==> src/rtl/mat_operand_sequencer.sv <==
// mat_operand_sequencer: walks C = A x B over two operand RAMs. It streams
// element pairs into the `mat` multiplier, accumulates the returned products
// and writes each finished dot product to the result RAM port.
// Optional build macro: MAT_SEQ_SAT_ACC_EN selects a saturating accumulator.
// When the macro is not defined, the accumulator wraps modulo 2**DATA_W.
module mat_operand_sequencer #(
  parameter int DATA_W  = 32,
  parameter int DIM     = 4,
  parameter int ADDR_W  = 4,
  parameter int MUL_LAT = 1
) (
  input  logic              clk,
  input  logic              rst,
  input  logic              start,
  output logic              busy,
  output logic              done,
  output logic [ADDR_W-1:0] a_rd_addr,
  output logic [ADDR_W-1:0] b_rd_addr,
  input  logic [DATA_W-1:0] a_rd_data,
  input  logic [DATA_W-1:0] b_rd_data,
  output logic [DATA_W-1:0] mul_a,
  output logic [DATA_W-1:0] mul_b,
  input  logic [DATA_W-1:0] mul_c,
  output logic              c_wr_en,
  output logic [ADDR_W-1:0] c_wr_addr,
  output logic [DATA_W-1:0] c_wr_data
);

  localparam int IW = (DIM > 1) ? $clog2(DIM) : 1;
  localparam int CW = $clog2(DIM + 1);
  localparam int VD = 2 + MUL_LAT;
  localparam logic [IW-1:0] IDX_LAST = IW'(DIM - 1);
  localparam logic [CW-1:0] RCV_LAST = CW'(DIM - 1);

  typedef enum logic [2:0] {IDLE, ISSUE, DRAIN, WRITE, DONE} state_t;

  state_t            state, state_nx;
  logic [IW-1:0]     i_q, j_q, k_q;
  logic [CW-1:0]     rcv_q;
  logic [DATA_W-1:0] acc_q, acc_nx;
  logic [VD-1:0]     vld_q;
  logic [ADDR_W-1:0] a_addr_q, b_addr_q;
  logic [ADDR_W-1:0] a_addr_cur, b_addr_cur, c_addr_cur;
  logic              issue, take, last_elem;

  assign issue      = (state == ISSUE);
  assign take       = vld_q[VD-1];
  assign last_elem  = (i_q == IDX_LAST) && (j_q == IDX_LAST);
  assign a_addr_cur = ADDR_W'(i_q) * ADDR_W'(DIM) + ADDR_W'(k_q);
  assign b_addr_cur = ADDR_W'(k_q) * ADDR_W'(DIM) + ADDR_W'(j_q);
  assign c_addr_cur = ADDR_W'(i_q) * ADDR_W'(DIM) + ADDR_W'(j_q);

`ifdef MAT_SEQ_SAT_ACC_EN
  logic [DATA_W:0] acc_sum;
  assign acc_sum = {1'b0, acc_q} + {1'b0, mul_c};
  // A carry out clamps to all-ones; once clamped, any further add carries again.
  assign acc_nx  = acc_sum[DATA_W] ? '1 : acc_sum[DATA_W-1:0];
`else
  assign acc_nx  = acc_q + mul_c;
`endif

  // State register.
  always_ff @(posedge clk) begin
    // NOTE: reset is synchronous, so it lives inside the clocked branch and
    // nothing but clk appears in the sensitivity list.
    if (rst) state <= IDLE;
    else     state <= state_nx;
  end

  // Next-state decode and the state-derived outputs.
  always_comb begin
    // NOTE: every output gets a default before the case, so no path can leave
    // one unassigned and infer a latch.
    state_nx  = state;
    busy      = (state != IDLE);
    done      = 1'b0;
    a_rd_addr = a_addr_q;
    b_rd_addr = b_addr_q;
    c_wr_en   = 1'b0;
    c_wr_addr = '0;
    c_wr_data = '0;
    unique case (state)
      IDLE:  if (start) state_nx = ISSUE;
      ISSUE: begin
        a_rd_addr = a_addr_cur;
        b_rd_addr = b_addr_cur;
        if (k_q == IDX_LAST) state_nx = DRAIN;
      end
      // The last product lands at the end of this cycle, so WRITE follows
      // directly and sees the finished sum.
      DRAIN: if (take && (rcv_q == RCV_LAST)) state_nx = WRITE;
      WRITE: begin
        c_wr_en   = 1'b1;
        c_wr_addr = c_addr_cur;
        c_wr_data = acc_q;
        state_nx  = last_elem ? DONE : ISSUE;
      end
      DONE: begin
        done     = 1'b1;
        state_nx = IDLE;
      end
      default: state_nx = IDLE;
    endcase
  end

  // Index counters, the valid pipeline, the operand registers and the accumulator.
  always_ff @(posedge clk) begin
    if (rst) begin
      i_q      <= '0;
      j_q      <= '0;
      k_q      <= '0;
      rcv_q    <= '0;
      acc_q    <= '0;
      vld_q    <= '0;
      a_addr_q <= '0;
      b_addr_q <= '0;
      mul_a    <= '0;
      mul_b    <= '0;
    end else begin
      // NOTE: non-blocking assignments let later lines read the values from
      // the current cycle, whatever order the lines appear in.
      vld_q <= {vld_q[VD-2:0], issue};
      mul_a <= vld_q[0] ? a_rd_data : '0;
      mul_b <= vld_q[0] ? b_rd_data : '0;
      if (issue) begin
        a_addr_q <= a_addr_cur;
        b_addr_q <= b_addr_cur;
        k_q      <= k_q + IW'(1);
      end
      if (take) begin
        acc_q <= acc_nx;
        rcv_q <= rcv_q + CW'(1);
      end
      if (state == IDLE && start) begin
        i_q   <= '0;
        j_q   <= '0;
        k_q   <= '0;
        rcv_q <= '0;
        acc_q <= '0;
      end
      if (state == WRITE) begin
        acc_q <= '0;
        rcv_q <= '0;
        k_q   <= '0;
        if (j_q == IDX_LAST) begin
          j_q <= '0;
          i_q <= (i_q == IDX_LAST) ? '0 : i_q + IW'(1);
        end else begin
          j_q <= j_q + IW'(1);
        end
      end
    end
  end

endmodule

==> config.mk <==
export PLATFORM = sky130hd
export DESIGN_NAME = mat_operand_sequencer
export DESIGN_NICKNAME = d
export VERILOG_FILES = /design/src/rtl/mat_operand_sequencer.sv
export SDC_FILE = /design/constraint.sdc
export NUM_CORES = 1
export LEC_CHECK = 0
export BUFFER_PORTS_ARGS = -buffer_cell sky130_fd_sc_hd__buf_4
export CAP_MARGIN = 20
export CORE_ASPECT_RATIO = 0.7
export CORE_MARGIN = 2
export CORE_UTILIZATION = 30
export DETAILED_ROUTE_END_ITERATION = 16
export GPL_TIMING_DRIVEN = 0
export PLACE_DENSITY_LB_ADDON = 0.1
export SYNTH_ARGS = -nofsm -noshare
export SYNTH_HDL_FRONTEND = slang
export SYNTH_SLANG_ARGS = --single-unit
==> constraint.sdc <==
create_clock -name clk -period 8.33 [get_ports clk]
set_input_delay 1.2495 -clock clk [delete_from_list [all_inputs] [get_ports clk]]
set_output_delay 1.2495 -clock clk [all_outputs]
set_load 0.1 [all_outputs]
==> flow_metrics.env <==
export IMPL_yosys_most_used_dff="dfxtp_1"
export IMPL_report_final_setup_viol=0
export IMPL_synth_cells=613
export IMPL_p_per_area_nw_per_um2=189
export IMPL_grt_first_pass_wirelength_um=25800
export IMPL_synth_seq_cells=119
export IMPL_critPathMaxFanout=10
export IMPL_die_h_um=120
export IMPL_ys_types=61
export IMPL_cp_start_kind="flop"
export IMPL_hold_viol=0
export IMPL_crit_arrival_ns=2.46
export IMPL_total_power_mw=1.56
export IMPL_finClkSkew_ns=0.0160
export IMPL_dr_pass1_iters=4
export IMPL_cts_tree="done"
export IMPL_antennaDiodeCount=0
export IMPL_post_synth_cell_area_avg_um2=9.37
export IMPL_crit_type="flop to output pin"
export IMPL_setup_tns_ns=0
export IMPL_grt_overflow_total=0
export IMPL_insertion_delay_ns=0.42
export IMPL_start_util_pct=30.5
export IMPL_end_kind="output pin"
export IMPL_wl_per_cell_um=15.2
export IMPL_drt_antenna_violating_nets=0
export IMPL_clock_fmax_ghz=0.270
export IMPL_postCtsSetupBuffers=0
export IMPL_synth_edf_count=0
export IMPL_ir_drop_v=0.0000931
export IMPL_ys_seq_area_share_pct=41.5
export IMPL_fp_dieArea_um2=20300
export IMPL_slew_violations=0
export IMPL_grt_total_usage_pct=16.3
export IMPL_worstMarginPinSlew_ns=0.813
export IMPL_drive_above_1_share_pct=31.4
export IMPL_critPathRequiredTime_ns=7.08
export IMPL_dp_final_hpwl_um=12900
export IMPL_area_delta_synth_final_pct=43.7
export IMPL_routed_via_count=5109
export IMPL_cts_made_buffers=17
export IMPL_grt_max_degree=17
export IMPL_num_rows=42
export IMPL_vias_per_cell=4.66
export IMPL_rsz0062_at_grt="no"
export IMPL_outcome="completed"
export IMPL_clk_pin_slew_worst_paths_ns=0.05
export IMPL_clock_root_buffer="clkbuf_16"
export IMPL_grt_antenna_before_repair=0
export IMPL_post_route_drc_count=0
export IMPL_dpl_instance_area_um2=7610
export IMPL_gp_congestion=0.835
export IMPL_port_buffers=209
export IMPL_hold_class="flop to flop"
export IMPL_final_core_util_pct=43.9
export IMPL_ctsHoldBuffers=0
export IMPL_leakagePower_nw=3.88
export IMPL_synth_fp_nets=749
export IMPL_dr_first_iter_drc_count=299
export IMPL_synthTopCellsByArea="dfxtp_1, and2_1, ha_1"
export IMPL_final_min_clock_period_ns=3.71
export IMPL_ios=210
export IMPL_core_area_um2=18800
export IMPL_grt_pass1_vias=5054
export IMPL_final_area_um2=8250
export IMPL_yosysWarnings=0
export IMPL_cts_sinks=119
export IMPL_yosysTopAreaCellShare_pct=41.5
export IMPL_synthesis_area_um2=5740
export IMPL_wirelength_um=16700
export IMPL_cts_resized=0
export IMPL_cts_buffer_depth=2
export IMPL_h_tree_depth=4
export IMPL_synth_top_cell_by_area="dfxtp_1"
export IMPL_relSlewSlack_pct=45.8
export IMPL_finalCritPeriodShare_pct=44.5
export IMPL_final_nets=977
export IMPL_async_flop_share_pct=0
export IMPL_drv_cap=0
export IMPL_die_width_um=169
[routing by layer]
layer | part of all wire [%] | GRT usage (%) | up-vias
li1 | - | - | 2582
met1 | 49 | 21.8 | 2392
met2 | 45 | 25.6 | 118
met3 | 4.8 | 4.35 | 17
met4 | 1.3 | 5.07 | 0
met5 | 0 | 0 | -
[cells by family (layout without fill, tap and decap cells)]
kind of cell             after synthesis  count (layout)  synth area share, %
adder cells (fa/ha/maj)               37              37                 8.19
multiplexers                          34              34                 6.12
AND/OR/NAND/NOR                      248             248                 24.1
flip-flops                           119             119                 41.5
buffers and inverters                 40             281                 2.70
AO/OA/AOI/OAI                        115             115                 14.4
XOR/XNOR                              20              20                 3.05
[path summary, 6_finish.rpt]
| path | start | endpoint | slack (ns) | cells after the start |
|---|---|---|---|---|
| worst min register to register | vld_q[1] | vld_q[2] | 0.45 | 1 |
| worst max-delay path | state[0] | a_rd_addr[2] | 4.62 | 5 |
| worst max register to register | acc_q[0] | acc_q[28] | 5.28 | 10 |
| worst min-delay path | vld_q[1] | vld_q[2] | 0.45 | 1 |
[registers in the layout (all words and copies together), names as in the netlist]
signal / flops
rcv_q: 3
b_addr_q: 4
acc_q: 32
j_q: 2
mul_b: 32
i_q: 2
a_addr_q: 4
vld_q: 3
state: 3
mul_a: 32
k_q: 2
[final cells by class]
type                       count  area (um^2)
timing repair buffer         209         1570
inverter                       9         33.8
sequential                   119         2380
clock inverter                13          193
buffer                        31          121
tap                          242          303
fill                        1834        10600
multi-input combinational    454         3210
clock buffer                  19          443
[per-stage QoR]
step	setup WS [ns]	instances	hold slack [ns]
after floorplan	4.30	613	0.414
after global placement	4.33	1064	0.440
after detailed placement	4.30	1064	0.433
after CTS	4.55	1096	0.447
after global routing	4.41	1096	0.463
final	4.62	1096	0.449
[synthesized netlist by cell type, drive strengths merged (17+ instances only)]
master	instances
ha	36
mux2i	25
nand2	23
o21ai	17
nor2	48
clkbuf	25
dfxtp	119
nor2b	20
a21oi	36
a21o	19
and2	101
[placed cells by master (no fill, tap or decap), types with 17 or more instances in the layout]
master     instances
and2_1           101
ha_1              36
buf_4            209
nor2b_1           20
nand2_1           23
clkbuf_1          26
clkbuf_16         17
nor2_1            48
mux2i_1           25
a21oi_1           34
a21o_1            18
dfxtp_1          119
[critical path: stages (launching register included)]
cell and delay (ns):
dfxtp_1 0.30, clkbuf_1 0.29, nor3b_1 0.32, clkbuf_1 0.48, mux2_2 0.42, buf_4 0.24
[report_power, final]
group / internal (mW) / switching [mW] / leakage [nW]
clock network: 0.513 / 0.286 / 0.305
logic: 0.0671 / 0.112 / 2.62
registers: 0.579 / 0.00380 / 0.962
total: 1.16 / 0.402 / 3.88
Note: power is estimated with default switching activity, not from simulation.
